==> src/rtl/mb_pkg.sv <==
// Shared definitions for the Math Box microprogram sequencer:
// microword field positions and sequencer state encodings.
package mb_pkg;

  localparam int MW_W      = 16;
  localparam int MW_STOP   = 15;
  localparam int MW_JMP    = 14;
  localparam int MW_JCOND  = 13;
  localparam int MW_M      = 12;
  localparam int MW_A10    = 11;
  localparam int MW_FN_HI  = 10;
  localparam int MW_FN_LO  = 8;
  localparam int MW_TGT_HI = 7;
  localparam int MW_TGT_LO = 0;

  localparam int FN_W  = MW_FN_HI - MW_FN_LO + 1;
  localparam int TGT_W = MW_TGT_HI - MW_TGT_LO + 1;

  typedef enum logic [1:0] {
    S_IDLE  = 2'd0,
    S_FETCH = 2'd1,
    S_EXEC  = 2'd2
  } state_t;

  // A jump is taken when JMP is set and either it is unconditional or Q0 is high.
  function automatic logic take_jump(input logic [MW_W-1:0] word, input logic q0);
    return word[MW_JMP] && (!word[MW_JCOND] || q0);
  endfunction

endpackage

==> src/rtl/mb_sequencer_if.sv <==
// CPU / microcode ROM / control block #2 signals seen by the Math Box sequencer.
// The slave modport is the sequencer itself; master is whatever surrounds it.
interface mb_sequencer_if #(
  parameter int ADDR_W = 8
);
  import mb_pkg::*;

  logic              START;
  logic [ADDR_W-1:0] START_ADDR;
  logic [ADDR_W-1:0] ROM_ADDR;
  logic [MW_W-1:0]   ROM_DATA;
  logic              Q0;
  logic              M;
  logic              A10;
  logic [FN_W-1:0]   ALU_FN;
  logic              ALU_STB;
  logic              BUSY;
  logic              TIMEOUT;

  modport master (
    output START, START_ADDR, ROM_DATA, Q0,
    input  ROM_ADDR, M, A10, ALU_FN, ALU_STB, BUSY, TIMEOUT
  );

  modport slave (
    input  START, START_ADDR, ROM_DATA, Q0,
    output ROM_ADDR, M, A10, ALU_FN, ALU_STB, BUSY, TIMEOUT
  );

endinterface

==> src/rtl/mb_sequencer.sv <==
// Math Box microprogram sequencer: walks the sync microcode ROM two clocks per word
// and hands M / A10 / ALU_FN to control block #2, with a runaway step guard.
module mb_sequencer
  import mb_pkg::*;
#(
  parameter int ADDR_W    = 8,
  parameter int MAX_STEPS = 255
) (
  input  logic          CLK,
  input  logic          RESET,
  mb_sequencer_if.slave bus
);

  localparam int STEP_W = $clog2(MAX_STEPS + 1);

  state_t            state_reg,    state_next;
  logic [ADDR_W-1:0] rom_addr_reg, rom_addr_next;
  logic              m_reg,        m_next;
  logic              a10_reg,      a10_next;
  logic [FN_W-1:0]   fn_reg,       fn_next;
  logic              stb_reg,      stb_next;
  logic              busy_reg,     busy_next;
  logic              timeout_reg,  timeout_next;
  logic [STEP_W-1:0] steps_reg,    steps_next;

  logic [TGT_W-1:0]  tgt_field;
  logic [ADDR_W-1:0] target;
  logic [ADDR_W-1:0] addr_seq;
  logic [STEP_W-1:0] step_inc;

  assign tgt_field = bus.ROM_DATA[MW_TGT_HI:MW_TGT_LO];

  // Jump target fitted to the address width: zero-extend or truncate.
  generate
    if (ADDR_W == TGT_W) begin : g_tgt_same
      assign target = tgt_field;
    end else if (ADDR_W > TGT_W) begin : g_tgt_ext
      assign target = {{(ADDR_W - TGT_W){1'b0}}, tgt_field};
    end else begin : g_tgt_trunc
      assign target = tgt_field[ADDR_W-1:0];
    end
  endgenerate

  assign addr_seq = take_jump(bus.ROM_DATA, bus.Q0) ? target
                                                    : rom_addr_reg + ADDR_W'(1);
  assign step_inc = steps_reg + STEP_W'(1);

  always_ff @(posedge CLK or posedge RESET) begin
    if (RESET) begin
      state_reg    <= S_IDLE;
      rom_addr_reg <= '0;
      m_reg        <= 1'b0;
      a10_reg      <= 1'b0;
      fn_reg       <= '0;
      stb_reg      <= 1'b0;
      busy_reg     <= 1'b0;
      timeout_reg  <= 1'b0;
      steps_reg    <= '0;
    end else begin
      state_reg    <= state_next;
      rom_addr_reg <= rom_addr_next;
      m_reg        <= m_next;
      a10_reg      <= a10_next;
      fn_reg       <= fn_next;
      stb_reg      <= stb_next;
      busy_reg     <= busy_next;
      timeout_reg  <= timeout_next;
      steps_reg    <= steps_next;
    end
  end

  always_comb begin
    state_next    = state_reg;
    rom_addr_next = rom_addr_reg;
    m_next        = m_reg;
    a10_next      = a10_reg;
    fn_next       = fn_reg;
    stb_next      = 1'b0;
    busy_next     = busy_reg;
    timeout_next  = timeout_reg;
    steps_next    = steps_reg;

    case (state_reg)
      S_IDLE: begin
        if (bus.START) begin
          rom_addr_next = bus.START_ADDR;
          busy_next     = 1'b1;
          timeout_next  = 1'b0;
          steps_next    = '0;
          state_next    = S_FETCH;
        end
      end

      // Strobe is registered so it is high for exactly the EXEC cycle.
      S_FETCH: begin
        stb_next   = 1'b1;
        state_next = S_EXEC;
      end

      S_EXEC: begin
        m_next     = bus.ROM_DATA[MW_M];
        a10_next   = bus.ROM_DATA[MW_A10];
        fn_next    = bus.ROM_DATA[MW_FN_HI:MW_FN_LO];
        steps_next = step_inc;
        if (bus.ROM_DATA[MW_STOP]) begin
          busy_next  = 1'b0;
          state_next = S_IDLE;
        end else if (step_inc == STEP_W'(MAX_STEPS)) begin
          rom_addr_next = addr_seq;
          timeout_next  = 1'b1;
          busy_next     = 1'b0;
          state_next    = S_IDLE;
        end else begin
          rom_addr_next = addr_seq;
          state_next    = S_FETCH;
        end
      end

      default: state_next = S_IDLE;
    endcase
  end

  assign bus.ROM_ADDR = rom_addr_reg;
  assign bus.M        = m_reg;
  assign bus.A10      = a10_reg;
  assign bus.ALU_FN   = fn_reg;
  assign bus.ALU_STB  = stb_reg;
  assign bus.BUSY     = busy_reg;
  assign bus.TIMEOUT  = timeout_reg;

endmodule

==> src/flat_wrapper.sv <==
// flat-port wrapper written by rule: the top's interface ports become plain ports
module mb_sequencer_flat import mb_pkg::*;
#(
  parameter int ADDR_W    = 8,
  parameter int MAX_STEPS = 255
)
  (CLK, RESET, bus_START, bus_START_ADDR, bus_ROM_DATA, bus_Q0, bus_ROM_ADDR, bus_M, bus_A10, bus_ALU_FN, bus_ALU_STB, bus_BUSY, bus_TIMEOUT);
  mb_sequencer_if #(.ADDR_W(ADDR_W)) bus_i ();
  input  logic CLK;
  input  logic RESET;
  input wire logic [$bits(bus_i.START)-1:0] bus_START;
  input wire logic [$bits(bus_i.START_ADDR)-1:0] bus_START_ADDR;
  input wire logic [$bits(bus_i.ROM_DATA)-1:0] bus_ROM_DATA;
  input wire logic [$bits(bus_i.Q0)-1:0] bus_Q0;
  output wire logic [$bits(bus_i.ROM_ADDR)-1:0] bus_ROM_ADDR;
  output wire logic [$bits(bus_i.M)-1:0] bus_M;
  output wire logic [$bits(bus_i.A10)-1:0] bus_A10;
  output wire logic [$bits(bus_i.ALU_FN)-1:0] bus_ALU_FN;
  output wire logic [$bits(bus_i.ALU_STB)-1:0] bus_ALU_STB;
  output wire logic [$bits(bus_i.BUSY)-1:0] bus_BUSY;
  output wire logic [$bits(bus_i.TIMEOUT)-1:0] bus_TIMEOUT;
  assign bus_i.START = bus_START;
  assign bus_i.START_ADDR = bus_START_ADDR;
  assign bus_i.ROM_DATA = bus_ROM_DATA;
  assign bus_i.Q0 = bus_Q0;
  assign bus_ROM_ADDR = bus_i.ROM_ADDR;
  assign bus_M = bus_i.M;
  assign bus_A10 = bus_i.A10;
  assign bus_ALU_FN = bus_i.ALU_FN;
  assign bus_ALU_STB = bus_i.ALU_STB;
  assign bus_BUSY = bus_i.BUSY;
  assign bus_TIMEOUT = bus_i.TIMEOUT;
  mb_sequencer #(.ADDR_W(ADDR_W), .MAX_STEPS(MAX_STEPS)) u_core (.CLK(CLK), .RESET(RESET), .bus(bus_i));
endmodule
==> config.mk <==
export PLATFORM = sky130hd
export DESIGN_NAME = mb_sequencer_flat
export DESIGN_NICKNAME = d
export VERILOG_FILES = /design/src/rtl/mb_pkg.sv /design/src/rtl/mb_sequencer_if.sv /design/src/rtl/mb_sequencer.sv /design/src/flat_wrapper.sv
export SDC_FILE = /design/constraint.sdc
export NUM_CORES = 1
export LEC_CHECK = 0
export ABC_AREA = 1
export BUFFER_PORTS_ARGS = -buffer_cell sky130_fd_sc_hd__buf_4
export CORE_MARGIN = 3
export CORE_UTILIZATION = 45
export CTS_CLUSTER_DIAMETER = 120
export DETAILED_ROUTE_END_ITERATION = 7
export GPL_TIMING_DRIVEN = 0
export PLACE_DENSITY = 0.84
export SETUP_SLACK_MARGIN = 0.05
export SYNTH_ARGS = -nofsm -noshare
export SYNTH_HDL_FRONTEND = slang
export SYNTH_SLANG_ARGS = --single-unit
export TNS_END_PERCENT = 1
==> constraint.sdc <==
create_clock -name CLK -period 1.5 [get_ports CLK]
set_input_delay 0.3 -clock CLK [delete_from_list [all_inputs] [get_ports CLK]]
set_output_delay 0.3 -clock CLK [all_outputs]
set_load 0.02 [all_outputs]
### Word-level counts from Yosys, hierarchy flattened

Index checks and enable logic that the tools add are counted.

| cells by class | value |
|---|---|
| equal/unequal tests | 7 |
| muxes and demuxes | 19 |
| reduce and logical (&&, ||, !) cells | 9 |
| add/sub/neg operators | 2 |

Operators with widths:

| kind | number |
|---|---|
| 2-to-1 mux 8 bit | 4 |
| case mux 8 bit (2 select lines) | 2 |
| adder 8 x 1 -> 8 bit, second input constant | 2 |
| == test 8 bit, second input constant | 1 |
| 2-to-1 mux 1 bit | 8 |
| case mux 2 bit (3 select lines) | 1 |
| AND reduction 3 bit | 2 |
| 2-to-1 mux 2 bit | 2 |
| inequality test 2 bit, second input constant | 2 |
| case mux 1 bit (2 select lines) | 2 |
| AND reduction 4 bit | 1 |
| inequality test 3 x 2 -> 1 bit, second input constant | 1 |
| == test 2 x 1 -> 1 bit, second input constant | 1 |
| == test 2 bit, second input constant | 1 |
| logical NOT 2 bit | 1 |
| inequality test 2 x 1 -> 1 bit, second input constant | 1 |
| AND reduction 2 bit | 1 |
| nonzero test 2 bit | 1 |
| logical AND 1 bit | 1 |
| logical NOT 1 bit | 1 |
| logical OR 1 bit | 1 |

| storage, ports and cells | value |
|---|---|
| logic and storage cells | 46 |
| bits in registers | 26 |

### Logic depth before layout (Yosys ltp)

| depth | value |
|---|---|
| depth after elaboration | 6 |
| depth in mapped cells | 13 |

### Worst setup path after synthesis

Ideal clock, no wire load.

| timing | value |
|---|---|
| path type | flip-flop to flip-flop |
| start | register u_core.steps_reg[1] |
| end | register u_core.busy_reg, in the netlist u_core.bus.BUSY |
| path buffers | 0 |
| slack | 70 ps |
| arrival | 1309 ps |
| required time | 1379 ps |
| period minus slack after synthesis | 1430 ps |
| setup time | 121 ps |
| stages on the path, launching flop included | 14 |
| cell sequence | dfrtp_1 > ha_1 > nand2_2 > inv_1 > nand2_1 > nand2_1 > nor2_1 > nand2_1 > nor2_2 > nand2_1 > nand2_1 > nand2_1 > nand2_1 > nand2_1 |

| on the way | value |
|---|---|
| cells in the longest elaborated chain, start to end | 4 |

RTL lines:

| item | RTL line | text |
|---|---|---|
| start, declared | mb_sequencer.sv:24 | `logic [STEP_W-1:0] steps_reg, steps_next;` |
| start signal, assigned | mb_sequencer.sv:68 | `steps_reg <= steps_next;` |
| adder 8 x 1 -> 8 bit | mb_sequencer.sv:46 | `assign step_inc = steps_reg + STEP_W'(1);` |
| == test 8 bit | mb_sequencer.sv:108 | `end else if (step_inc == STEP_W'(MAX_STEPS)) begin` |
| inequality test 3 x 2 -> 1 bit (no line) | -- |  |
| AND reduction 3 bit (no line) | -- |  |
| end signal, assigned | mb_sequencer.sv:66 | `busy_reg <= busy_next;` |
| end, declared | mb_sequencer.sv:22 | `logic busy_reg, busy_next;` |

Every way passes these cells.
A chain may end at the register's enable or synchronous reset.

### Final worst setup path

Same ends and word-level chain as after synthesis.

==> impl_metrics.prom <==
# TYPE chip_impl_metric gauge
chip_impl_metric{name="netlist.area_leader.share",unit=""} 0.455
chip_impl_info{name="endpoint",value="u_core.bus.BUSY"} 1
chip_impl_metric{name="number_of_synthesis_warnings",unit=""} 0
chip_impl_metric{name="detailed_place_hpwl",unit="mm"} 2.53
chip_impl_metric{name="antenna_violating_nets_post_route",unit=""} 0
chip_impl_metric{name="p_per_area",unit="nW/um^2"} 1760
chip_impl_metric{name="num_antenna_cells",unit=""} 0
chip_impl_info{name="crit_start",value="u_core.steps_reg[1]"} 1
chip_impl_metric{name="hold_viol",unit=""} 0
chip_impl_metric{name="grt_pass1_wl",unit="mm"} 5.81
chip_impl_info{name="cpMostUsedCell",value="nand2_1"} 1
chip_impl_metric{name="total_core_area",unit="sq um"} 2900
chip_impl_metric{name="grt_remaining_overflow",unit=""} 0
chip_impl_metric{name="synth_seq_cells",unit=""} 26
chip_impl_metric{name="clk_transition_reported_paths",unit="ns"} 0.14
chip_impl_metric{name="crit_path_max_fanout",unit=""} 4
chip_impl_metric{name="die_width",unit="um"} 62.4
chip_impl_metric{name="1st_pass_router_iterations",unit=""} 4
chip_impl_metric{name="synth.distinct_cells",unit=""} 24
chip_impl_metric{name="place_ws",unit="ns"} -0.0783
chip_impl_metric{name="first_global_vias",unit=""} 1363
chip_impl_info{name="rsz0062_at_grt",value="true"} 1
chip_impl_metric{name="io_pins",unit=""} 44
chip_impl_metric{name="cap_violations",unit=""} 0
chip_impl_metric{name="power.net_switching",unit="mW"} 1.49
chip_impl_metric{name="grt_max_degree",unit=""} 27
chip_impl_info{name="clock-root-buffer",value="clkbuf_4"} 1
chip_impl_metric{name="switching_share_of_power",unit=""} 0.439
chip_impl_metric{name="clkPwrFrac",unit=""} 0.141
chip_impl_info{name="failed_checks",value="setup timing"} 1
chip_impl_metric{name="layout-drive-gt1-share",unit=""} 0.306
chip_impl_info{name="critical_path.reg2reg.endpoint",value="u_core.bus.BUSY"} 1
chip_impl_info{name="outcome",value="finished, violations left"} 1
chip_impl_info{name="cpLargestDelayFamily",value="simple AND/OR/NAND/NOR gates"} 1
chip_impl_metric{name="critPathArrivalTime",unit="ns"} 1.77
chip_impl_metric{name="placement_rows",unit=""} 19
chip_impl_metric{name="final_setup_vio_count",unit=""} 1
chip_impl_metric{name="timing.setup.tns",unit="ns"} -0.0436
chip_impl_metric{name="placedInstanceArea",unit="sq um"} 1810
chip_impl_metric{name="worst_hold_path.num_cells",unit=""} 3
chip_impl_metric{name="ctsHtreeMaxLevel",unit=""} 1
chip_impl_metric{name="finish.instance_area",unit="sq um"} 1930
chip_impl_metric{name="syn-mean-instance-area",unit="sq um"} 7.45
chip_impl_metric{name="tritoncts.num_buffers",unit=""} 3
chip_impl_metric{name="achievable_freq",unit="MHz"} 648
chip_impl_metric{name="crit_cells",unit=""} 13
chip_impl_metric{name="vias",unit=""} 1425
chip_impl_metric{name="flow.area_growth_from_synthesis",unit="%"} 35.0
chip_impl_metric{name="leakagePower",unit="nW"} 0.972
chip_impl_metric{name="synth_sequential_area_ratio",unit=""} 0.455
chip_impl_metric{name="critical-path-max-stage-delay",unit="ns"} 0.42
chip_impl_metric{name="syn_area",unit="sq um"} 1430
chip_impl_metric{name="internal_power",unit="mW"} 1.90
chip_impl_metric{name="synthesis.nets",unit=""} 223
chip_impl_metric{name="routedWlPerCell",unit="um"} 11.9
chip_impl_metric{name="timing.final.crit_share",unit=""} 1.03
chip_impl_metric{name="detail_route.iter0.violations",unit=""} 58
chip_impl_info{name="cp_cell_sequence",value="ha_2 -> nand2_4 -> inv_2 -> nand2_2 -> nand2_2 -> nor2_1 -> nand2_1 -> nor2_2 -> nand2_1 -> nand2_1 -> nand2_1 -> nand2_1 -> nand2_1"} 1
chip_impl_metric{name="timing.critical_path.required",unit="ns"} 1.72
chip_impl_info{name="hp-class",value="input port to flip-flop"} 1
chip_impl_metric{name="final_util",unit=""} 0.666
chip_impl_metric{name="buffer_ports.inserted",unit=""} 43
chip_impl_metric{name="insertion_delay",unit="ns"} 0.33
chip_impl_metric{name="ff_latch_area",unit="sq um"} 652
chip_impl_metric{name="die_h",unit="um"} 62.4
chip_impl_metric{name="p_total",unit="mW"} 3.39
chip_impl_info{name="synth.area.top_cells",value="dfrtp_1 45%, nand2_1 16%, nand3_1 6.6%"} 1
chip_impl_info{name="end_kind",value="flip-flop"} 1
chip_impl_metric{name="fin_worst_skew",unit="ns"} 0.0111
chip_impl_info{name="setup.worst_path.class",value="flip-flop to flip-flop"} 1
chip_impl_metric{name="finalWeightedCongestion",unit=""} 0.851
chip_impl_metric{name="grt_antenna_before_repair",unit=""} 0
chip_impl_info{name="post-synth-top-area-cell",value="dfrtp_1"} 1
chip_impl_metric{name="vdd_ir_drop_max",unit="V"} 0.00110
chip_impl_info{name="worst_path_max_delay_cell",value="dfrtp_1"} 1
chip_impl_metric{name="timing.final.crit_period",unit="ns"} 1.54
chip_impl_metric{name="worst_slew_margin_rel",unit=""} 0.354
chip_impl_metric{name="worst-r2r-setup-slack",unit="ns"} -0.04
chip_impl_metric{name="timing.critical_path.buf_inv",unit=""} 1
chip_impl_metric{name="route.final.wire_length",unit="mm"} 3.39
chip_impl_metric{name="initial_core_util",unit=""} 0.493
chip_impl_info{name="worst_setup_path_start_kind",value="flip-flop"} 1
chip_impl_metric{name="route.detailed.drc",unit=""} 0
chip_impl_metric{name="area_of_the_multi_input_gates",unit="sq um"} 714
chip_impl_info{name="cts_tree",value="built"} 1
chip_impl_info{name="regToRegStartpoint",value="u_core.steps_reg[1]"} 1
chip_impl_metric{name="global_route.usage.total",unit=""} 0.182
chip_impl_metric{name="floorplan.die_area",unit="sq um"} 3890
chip_impl_metric{name="seqPwrFrac",unit=""} 0.351
chip_impl_metric{name="final.setup.worst_slack",unit="ns"} -0.0436
chip_impl_metric{name="ff2ff_path_depth",unit=""} 13
chip_impl_metric{name="cts_num_sinks",unit=""} 26
chip_impl_metric{name="post_drt_via_cell_ratio",unit=""} 5.02
chip_impl_metric{name="count_of_filler_cells_inserted_in_the_layout",unit=""} 254
chip_impl_metric{name="synthCells",unit=""} 192
chip_impl_metric{name="timing_worst_slew_pin_value",unit="ns"} 0.968
chip_impl_metric{name="layout.nets",unit=""} 274
chip_impl_metric{name="cts_buffer_depth",unit=""} 2
chip_impl_metric{name="timing.final.max_slew_violations",unit=""} 0
chip_impl_metric{name="share_comb_of_total_power",unit=""} 0.508
[cell type report]
type | instances | share of cell area
Timing Repair Buffer | 46 | 0.179
Clock inverter | 1 | 0.0156
Inverter | 24 | 0.0506
Tap cell | 42 | 0.0272
Clock buffer | 3 | 0.0117
Sequential cell | 26 | 0.338
Multi-Input combinational cell | 139 | 0.370
Buffer | 3 | 0.00843
[worst min-delay path by stage]
stage                         start                   end  slack (ns)
6_report            bus_ROM_DATA[8]  u_core.bus.ALU_FN[0]        0.16
5_1_grt             bus_ROM_DATA[9]  u_core.bus.ALU_FN[1]        0.16
4_1_cts             bus_ROM_DATA[8]  u_core.bus.ALU_FN[0]        0.15
3_5_place_dp   u_core.bus.ALU_FN[2]  u_core.bus.ALU_FN[2]        0.46
3_3_place_gp           u_core.bus.M          u_core.bus.M        0.46
2_1_floorplan                 RESET        u_core.bus.A10        0.34
[placed cells by master, fill, tap and decap left out]
master and n:
buf_2 1, nand3b_1 1, nor2_2 4, nand4_1 1, inv_4 3, ha_1 1
a21oi_1 10, dfrtp_2 1, bufinv_16 1, inv_1 20, a21oi_2 1, inv_2 1
nand2_2 3, dfrtp_1 25, o211ai_1 4, o22ai_1 4, o21ai_0 11, o21ai_1 1
nor2_1 12, nand2_4 1, buf_1 1, a22oi_1 1, clkbuf_4 3, nand2_1 57
nor2_4 3, xnor2_1 1, buf_4 47, ha_2 2, nand3_2 2, xor2_1 1
or2_2 1, nand3_1 17
[power by group through the flow]
stage	Combinational, mW	Sequential (mW)	Clock [mW]
floorplan	0.804	1.41	0
global placement	1.60	1.19	0
detailed placement	1.62	1.19	0
CTS	1.67	1.18	0.490
global route	1.93	1.23	0.514
finish	1.72	1.19	0.477
[kinds of logic after synthesis]
kind of cell	Yosys count	share of synthesized area
compound gates	32	0.124
xor+xnor	2	0.0123
fa+ha+maj	3	0.0262
buf+inv	27	0.0744
flops	26	0.455
simple gates	102	0.308
[cells in the mapped netlist (all sizes together)]
master / n
nand2: 61
dfrtp: 26
inv: 24
nand3: 19
nor2: 19
o21ai: 12
a21oi: 11
o211ai: 4
o22ai: 4
ha: 3
buf: 2
a22oi: 1
clkbuf: 1
nand3b: 1
nand4: 1
or2: 1
xnor2: 1
xor2: 1
[timing repair]
item / 4_1_cts / 5_1_grt
resized for setup: 4 / 15
setup endpoints to repair: 3 / 15
setup buffers: 2 / 1
hold buffers: 0 / 0
pin swaps: 1 / 6
[layer usage]
metal,GRT usage,wire (um),up-vias
met5,0,0,-
met4,0.0496,37,0
met3,0.0396,172,4
met2,0.317,1680,40
met1,0.226,1500,659
li1,-,-,722
[through the flow]
| stage | hold WS (ns) | instances |
|---|---|---|
| detailed placement | 0.459 | 277 |
| global route | 0.156 | 284 |
| floorplan | 0.340 | 192 |
| CTS | 0.151 | 283 |
| finish | 0.160 | 284 |
| global placement | 0.456 | 277 |
[worst register-to-register path, delay by kind of cell (launching register included)]
family / cells / cell delay [ns]
flops: 1 / 0.42
simple gates: 11 / 0.76
buf+inv: 1 / 0.04
fa+ha+maj: 1 / 0.22
Power figures use the tool's default switching activity.
